--- config.mk ---
export PLATFORM = sky130hd
export DESIGN_NAME = regfile_mp_flat
export DESIGN_NICKNAME = d
export VERILOG_FILES = /design/src/rtl/regfile_mp_if.sv /design/src/rtl/regfile_mp.sv /design/src/flat_wrapper.sv
export SDC_FILE = /design/constraint.sdc
export NUM_CORES = 2
export LEC_CHECK = 0
export CORE_UTILIZATION = 50
export CTS_CLUSTER_DIAMETER = 30
export DETAILED_ROUTE_END_ITERATION = 8
export PLACE_DENSITY_LB_ADDON = 0.08
export SLEW_MARGIN = 20
export SYNTH_ARGS = -nofsm -noshare
export SYNTH_HDL_FRONTEND = slang
export SYNTH_SLANG_ARGS = --single-unit
--- constraint.sdc ---
create_clock -name clk -period 2.5 [get_ports clk]
set_input_delay 0.25 -clock clk [delete_from_list [all_inputs] [get_ports clk]]
set_output_delay 0.25 -clock clk [all_outputs]
set_load 0.02 [all_outputs]
--- src/rtl/regfile_mp_if.sv ---
`default_nettype none
// +----------------------------------------------------------------------------+
// | regfile_mp_if : bundle of read, writeback, issue and flush signals for     |
// |                 regfile_mp                                                  |
// | Revision      : 1.0                                                         |
// +----------------------------------------------------------------------------+
interface regfile_mp_if #(
  parameter int DATA_WIDTH = 64,
  parameter int ADDR_WIDTH = 5,
  parameter int NUM_READ   = 2
);
  logic [NUM_READ-1:0]            rd_en;
  logic [NUM_READ*ADDR_WIDTH-1:0] rd_addr;
  logic [NUM_READ*DATA_WIDTH-1:0] rd_data;
  logic [NUM_READ-1:0]            rd_busy;
  logic                           wr_en;
  logic [ADDR_WIDTH-1:0]          wr_addr;
  logic [DATA_WIDTH-1:0]          wr_data;
  logic                           iss_en;
  logic [ADDR_WIDTH-1:0]          iss_addr;
  logic                           flush;

  modport master (
    output rd_en, rd_addr, wr_en, wr_addr, wr_data, iss_en, iss_addr, flush,
    input  rd_data, rd_busy
  );

  modport slave (
    input  rd_en, rd_addr, wr_en, wr_addr, wr_data, iss_en, iss_addr, flush,
    output rd_data, rd_busy
  );
endinterface
`default_nettype wire

--- src/rtl/regfile_mp.sv ---
`default_nettype none
// +----------------------------------------------------------------------------+
// | regfile_mp : multi-read-port register file with write-first bypass and a   |
// |              per-register pending-write scoreboard                          |
// | Revision   : 1.0                                                            |
// +----------------------------------------------------------------------------+
module regfile_mp #(
  parameter int DATA_WIDTH = 64,
  parameter int ADDR_WIDTH = 5,
  parameter int NUM_READ   = 2,
  parameter int ZERO_REG   = 1
) (
  input  wire          clk,
  input  wire          reset_n,
  regfile_mp_if.slave  bus
);

  localparam int DEPTH = 2 ** ADDR_WIDTH;

  logic [DATA_WIDTH-1:0] mem_q [DEPTH];
  logic [DEPTH-1:0]      pend_q;
  logic [DEPTH-1:0]      pend_d;

  logic w_wr_ok;
  logic w_iss_ok;

  // Register 0 swallows writes and issues when it is hardwired to zero.
  assign w_wr_ok  = bus.wr_en  && !((ZERO_REG != 0) && (bus.wr_addr  == '0));
  assign w_iss_ok = bus.iss_en && !((ZERO_REG != 0) && (bus.iss_addr == '0));

  // Later assignments win: flush over issue over writeback.
  always_comb begin
    pend_d = pend_q;
    if (w_wr_ok) begin
      pend_d[bus.wr_addr] = 1'b0;
    end
    if (w_iss_ok) begin
      pend_d[bus.iss_addr] = 1'b1;
    end
    if (bus.flush) begin
      pend_d = '0;
    end
  end

  always_ff @(posedge clk or negedge reset_n) begin
    if (!reset_n) begin
      pend_q <= '0;
    end else begin
      pend_q <= pend_d;
    end
  end

  always_ff @(posedge clk or negedge reset_n) begin
    if (!reset_n) begin
      for (int i = 0; i < DEPTH; i++) begin
        mem_q[i] <= '0;
      end
    end else if (w_wr_ok) begin
      mem_q[bus.wr_addr] <= bus.wr_data;
    end
  end

  generate
    for (genvar i = 0; i < NUM_READ; i++) begin : g_rd
      logic [ADDR_WIDTH-1:0] w_addr;
      logic                  w_zero;
      logic                  w_hit;
      logic [DATA_WIDTH-1:0] rd_data_d;
      logic [DATA_WIDTH-1:0] rd_data_q;
      logic                  rd_busy_d;
      logic                  rd_busy_q;

      assign w_addr    = bus.rd_addr[i*ADDR_WIDTH +: ADDR_WIDTH];
      assign w_zero    = (ZERO_REG != 0) && (w_addr == '0);
      assign w_hit     = w_wr_ok && (bus.wr_addr == w_addr);
      assign rd_data_d = w_zero ? '0 : (w_hit ? bus.wr_data : mem_q[w_addr]);
      // Busy reflects the post-update scoreboard so same-cycle issue/writeback is seen.
      assign rd_busy_d = pend_d[w_addr];

      always_ff @(posedge clk or negedge reset_n) begin
        if (!reset_n) begin
          rd_data_q <= '0;
          rd_busy_q <= 1'b0;
        end else if (bus.rd_en[i]) begin
          rd_data_q <= rd_data_d;
          rd_busy_q <= rd_busy_d;
        end
      end

      assign bus.rd_data[i*DATA_WIDTH +: DATA_WIDTH] = rd_data_q;
      assign bus.rd_busy[i]                          = rd_busy_q;
    end
  endgenerate

endmodule
`default_nettype wire

--- src/flat_wrapper.sv ---
// flat-port wrapper written by rule: the top's interface ports become plain ports
module regfile_mp_flat 
#(
  parameter int DATA_WIDTH = 64,
  parameter int ADDR_WIDTH = 5,
  parameter int NUM_READ   = 2,
  parameter int ZERO_REG   = 1
)
  (clk, reset_n, bus_rd_en, bus_rd_addr, bus_wr_en, bus_wr_addr, bus_wr_data, bus_iss_en, bus_iss_addr, bus_flush, bus_rd_data, bus_rd_busy);
  regfile_mp_if #(.DATA_WIDTH(DATA_WIDTH), .ADDR_WIDTH(ADDR_WIDTH), .NUM_READ(NUM_READ)) bus_i ();
  input  wire clk;
  input  wire reset_n;
  input wire logic [$bits(bus_i.rd_en)-1:0] bus_rd_en;
  input wire logic [$bits(bus_i.rd_addr)-1:0] bus_rd_addr;
  input wire logic [$bits(bus_i.wr_en)-1:0] bus_wr_en;
  input wire logic [$bits(bus_i.wr_addr)-1:0] bus_wr_addr;
  input wire logic [$bits(bus_i.wr_data)-1:0] bus_wr_data;
  input wire logic [$bits(bus_i.iss_en)-1:0] bus_iss_en;
  input wire logic [$bits(bus_i.iss_addr)-1:0] bus_iss_addr;
  input wire logic [$bits(bus_i.flush)-1:0] bus_flush;
  output wire logic [$bits(bus_i.rd_data)-1:0] bus_rd_data;
  output wire logic [$bits(bus_i.rd_busy)-1:0] bus_rd_busy;
  assign bus_i.rd_en = bus_rd_en;
  assign bus_i.rd_addr = bus_rd_addr;
  assign bus_i.wr_en = bus_wr_en;
  assign bus_i.wr_addr = bus_wr_addr;
  assign bus_i.wr_data = bus_wr_data;
  assign bus_i.iss_en = bus_iss_en;
  assign bus_i.iss_addr = bus_iss_addr;
  assign bus_i.flush = bus_flush;
  assign bus_rd_data = bus_i.rd_data;
  assign bus_rd_busy = bus_i.rd_busy;
  regfile_mp #(.DATA_WIDTH(DATA_WIDTH), .ADDR_WIDTH(ADDR_WIDTH), .NUM_READ(NUM_READ), .ZERO_REG(ZERO_REG)) u_core (.clk(clk), .reset_n(reset_n), .bus(bus_i));
endmodule
### Word-level counts from Yosys, hierarchy flattened

Index checks and enable logic that the tools add are counted.

* output and inout bits: 130
* bits in registers: 2210
* input bits: 91
* word-level logic and storage cells: 92

* mux-type cells: 24
* reductions and logical operators: 13
* bitwise logic cells: 6
* eq/ne operators: 2
* $lt $le $gt $ge: 10

Operators with widths (count)
* bitwise mux 2048 bit: 1
* binary-select mux 64 bit (select 5 bit): 2
* two-way mux 64 bit: 9
* demux 64 bit (select 5 bit): 1
* two-way mux 32 bit: 3
* AND 32 bit: 1
* NOT 32 bit: 1
* bitwise OR 32 bit: 1
* less-than comparator 5 x 6 -> 1 bit (second input constant): 4
* logical NOT 5 bit: 4
* >= comparator 6 bit (second input constant): 3
* NOT 5 -> 6 bit: 3
* binary-select mux 1 bit (select 5 bit): 2
* demux 1 bit (select 5 bit): 2
* == test 5 bit: 2
* >= comparator 5 x 1 -> 1 bit (second input constant): 2
* logical AND 1 bit: 7
* less-than comparator 6 x 1 -> 1 bit (second input constant): 1
* two-way mux 1 bit: 4
* logical NOT 1 bit: 2

### Longest topological paths before layout

* word-level depth: 12
* depth in mapped cells: 12
* depth with buffers taken out: 7

### Worst setup path after synthesis

OpenSTA, ideal clock, no wires.

* kind: input-to-reg
* start point: input bus_rd_addr[6]
* end point: register u_core.g_rd[1].rd_data_q[0]
* stages: 7
* buffers on the path: 3
* arrival time: 2.279 ns
* required time: 2.374 ns
* setup slack: 0.095 ns
* setup time: 0.126 ns
* cells stage by stage: buf_2 -> clkbuf_1 -> clkbuf_1 -> mux4_2 -> mux4_2 -> a21o_1 -> a221o_1

* cells in the longest elaborated chain, start to end: 6
* elaborated cells on any way between the ends: 9
* classes of those cells: eq/ne: 1; mux: 5; bitwise: 1; reduce/logical: 2

Ends and longest elaborated chain
* from (decl): RTL line flat_wrapper.sv:14 `input wire logic [$bits(bus_i.rd_addr)-1:0] bus_rd_addr;`
* NOT 5 -> 6 bit (not written as such): RTL line regfile_mp.sv:76 `assign rd_data_d = w_zero ? '0 : (w_hit ? bus.wr_data : mem_q[w_addr]);`
* binary-select mux 64 bit (select 5 bit): RTL line regfile_mp.sv:76
* two-way mux 64 bit (not written as such) (2 in a row): RTL line regfile_mp.sv:76
* two-way mux 64 bit: RTL line regfile_mp.sv:76
* two-way mux 64 bit *: RTL line regfile_mp.sv:76
* to (signal assigned): RTL line regfile_mp.sv:85 `rd_data_q <= rd_data_d;`
* to (decl): RTL line regfile_mp.sv:69 `logic [DATA_WIDTH-1:0] rd_data_q;`

Mark *: on every way between the ends. The rest lies on a longest branch, timed or not. The select of a mux whose other input is x is not followed.
A chain may end at the register's enable or synchronous reset.

### Worst setup path in the final report

* start point: register u_core.g_rd[0].rd_data_q[18]
* end point: output bus_rd_data[18]

RTL lines
* from (decl): RTL line regfile_mp.sv:69
* from (signal assigned): RTL line regfile_mp.sv:85
* to (decl): RTL line flat_wrapper.sv:21 `output wire logic [$bits(bus_i.rd_data)-1:0] bus_rd_data;`

No word-level cell between the ends.

==> metrics.md <==
| Metric | Value |
|---|---|
| Slew @ Worst Pin | 1120 ps |
| Syn Inst Count | around 8000 |
| Final Setup Violations | 0 |
| EDFF count, synth | 0 |
| CTS tree | built |
| RSZ-0062 raised after global routing | no |
| DRT Wirelength | roughly 390000 um |
| # DRC | 0 |
| Mapped Area | about 120000 um^2 |
| CTS Root Cell | clkbuf_16 |
| Core Box Area | around 230000 um^2 |
| Core Rows | approximately 180 |
| Critical Path RT | ~2300 ps |
| First-pass GRT wire length | 582000 um |
| Die ar. | 235000 um^2 |
| Placer Congestion | approximately 0.9 |
| Fin crit share | 0.948 |
| Slowest CP cell | clkdlybuf4s50_1 |
| Hold Path Origin | bus_rd_en[0] |
| CTS max path bufs | 4 |
| DR WL/cell | between 30 and 40 um |
| Vias in the first global route | 84900 |
| CP startpoint | u_core.g_rd[0].rd_data_q[18]$_DFFE_PN0P_ |
| Worst slew margin | 0.252 |
| CTS sink count | approximately 2200 |
| Sw Share | 0.251 |
| Count of nets after finishing | approximately 8800 |
| Crit end category | output pin |
| Area Growth Syn to Fin | 27.5% |
| Post-synth ARST share | 1.00 |
| WP buf/inv | 1 |
| Sequential Power Share | 0.334 |
| Total power per unit cell area | about 960 nW/um^2 |
| Avg Synthesized Cell Area | ~15 um^2 |
| Starting density of the core | 0.505 |
| R2R Path Start | u_core.mem_q[678]$_DFFE_PN0P_ |
| GRT Util Overall | 0.335 |
| Finished Cell Area | 149000 um^2 |
| Internal | 107000 uW |
| Die Ht | 485 um |
| Final hold vios | 0 |
| Final Max Tran Viols | 0 |
| Initial antenna violation count | 4 |
| Startpoint types | flip-flop |
| VDD IR max | between 0.7 and 0.8 mV |
| Share of the yosys chip area belonging to registers | 0.475 |
| H-tree depth | 6 |
| Post-synth net total | 8088 |
| Cell variety after synth | 60 |
| DR vias | between 80000 and 90000 |
| Filler Cells Inserted | around 17000 |
| Class of the worst hold path | input port to flip-flop |
| Slowest stage delay, CP | roughly 680 ps |
| Sw power | around 36000 uW |
| Yosys reg bits | between 2000 and 2500 |
| Clock transition at the registers of the reported paths | ~40 ps |
| Clock period minus worst slack | ~2400 ps |
| Crit path max fanout | 2 |
| Die X | 485 um |
| Vias per std cell | between 6 and 7 |
| Arr. time, crit path | ~2100 ps |
| Initial DRC count | 6484 |
| DP HPWL | 245000 um |
| Logic pwr share | 0.159 |
| Cts bufs inserted | 557 |
| Clk pwr share | 0.508 |
| Buffers on Ports | 220 |
| Maxcap violations | 0 |
| Crit path kind | flip-flop to output pin |
| Placed inst area | between 100000 and 150000 um^2 |
| Crit-path cells | clkdlybuf4s50_1 |
| Detailed-router iteration count before antenna repair | 6 |
| Top cell family by delay on the critical path | buffers and inverters |
| GRT Residual Overflow | 0 |
| Status | completed |
| IO Pins | about 220 |
| Dominant synthesized flop cell | dfrtp_1 |
| Final Util | 0.644 |
| Ratio of cells with drive above 1 in the final layout | 0.509 |
| Worst skew pair latency | 940 ps |
| # resized after CTS | 0 |
| Most frequent cells in the layout | dfrtp_1 (2210), mux2_2 (1925), mux4_2 (893) |
| LEAKAGE | about 0.066 uW |
| Largest net degree at the start of global routing | between 80 and 90 |
| F_max | ~420 MHz |
| Detail Route Antenna Nets | 0 |
| Most common cell after layout, fill and taps aside | dfrtp_1 |
| Synth warn | 0 |
| Final setup skew | around 32 ps |
cell usage after synthesis, drive strengths merged (3+ instances only):
cell type | n | share of area
clkinv | 3 | 0.000097
mux4 | 893 | 0.17
a21oi | 149 | 0.0064
xor2 | 6 | 0.00045
mux2 | 1925 | 0.19
nand4b | 3 | 0.00023
a32oi | 3 | 0.00023
a221oi | 259 | 0.019
o211ai | 3 | 0.00019
nor2b | 139 | 0.0075
o21ai | 153 | 0.0066
o22ai | 6 | 0.00032
a31oi | 10 | 0.00054
a311oi | 3 | 0.00023
dfrtp | 2210 | 0.47
a31o | 3 | 0.00023
o32ai | 3 | 0.00023
inv | 10 | 0.00032
mux2i | 518 | 0.045
nand3 | 29 | 0.0012
a221o | 129 | 0.011
nand4 | 3 | 0.00016
buf | 312 | 0.016
a21o | 122 | 0.0079
o311ai | 4 | 0.00030
clkbuf | 611 | 0.020
nor2 | 55 | 0.0018
nor3 | 9 | 0.00039
o221ai | 4 | 0.00030
xnor2 | 8 | 0.00060
and4b | 3 | 0.00026
nand2 | 236 | 0.0076
a41oi | 5 | 0.00038
nand4bb | 4 | 0.00039
a22oi | 132 | 0.0085
nand2b | 4 | 0.00021
cells by family after synthesis:
family | after synthesis | synth area share
muxes | 3336 | 0.403
DFF | 2210 | 0.475
AOI/OAI and AO/OA | 1001 | 0.0638
buffers and inverters | 936 | 0.0363
and+or+nand+nor | 500 | 0.0208
xor gates and xnor gates | 14 | 0.00105
layout make-up:
cell class                 instances  area, um^2  area share
antenna                            2        5.00   0.0000337
inverter                          13        68.8    0.000463
clock buffer                     727       15700       0.106
multi-input combinational       4851       57300       0.385
tap                             3026        3790      0.0255
timing repair buffer            1102       13100      0.0884
sequential                      2210       55300       0.372
clock inverter                   246        3280      0.0221
registers in the layout (all words and copies together), names as in the netlist:
name and cells:
u_core.g_rd.rd_busy_q 2, u_core.g_rd.rd_data_q 128, u_core.mem_q 2048, u_core.pend_q 32
layer usage:
layer	vias to the layer above	GRT usage	share of wire
met5	-	0	0
met4	0	0.147	0.045
met3	922	0.0549	0.060
met2	3247	0.535	0.48
met1	43300	0.455	0.42
li1	32700	-	-
timing repair:
item / CTS / global route
endpoints found under the hold margin: 1564 / 0
hold buffers: 5 / 0
buffers inserted: 0 / 0
tightest hold or removal path: cells and delay by family:
kind	cells	cell delay, ps
buffers and inverters	2	410
AND/OR/NAND/NOR	2	250
per-stage QoR:
step	hold slack (ps)	setup WS (ps)	power [uW]	instances	TNS [ps]
6_report	65.7	130	143000	12200	0
5_1_grt	29.6	94.1	148000	12200	0
4_1_cts	2.67	71.1	144000	12200	0
3_5_place_dp	179	-489	70600	11200	-202000
3_3_place_gp	179	-439	69600	11200	-191940
2_1_floorplan	-45.6	94.6	62300	7997	0
power groups by stage:
stage | logic, uW | registers, uW | clock network (uW)
finish | 22700 | 47800 | 72700
global route | 24200 | 48600 | 75500
CTS | 22800 | 47600 | 73500
detailed placement | 22600 | 48000 | 0
global placement | 22200 | 47400 | 0
floorplan | 15600 | 46600 | 0
worst paths after layout:
check	to	slack (ps)	cells past startpoint
setup / recovery	bus_rd_data[18]	130	1
hold / removal	u_core.g_rd[0].rd_busy_q$_DFFE_PN0P_	70	4
setup reg to reg	u_core.g_rd[0].rd_data_q[38]$_DFFE_PN0P_	350	4
hold reg to reg	u_core.mem_q[2024]$_DFFE_PN0P_	400	0
max in group asynchronous	u_core.mem_q[382]$_DFFE_PN0P_	1500	4
min in group asynchronous	u_core.mem_q[1197]$_DFFE_PN0P_	140	3
(Power assumes the default switching activity.)
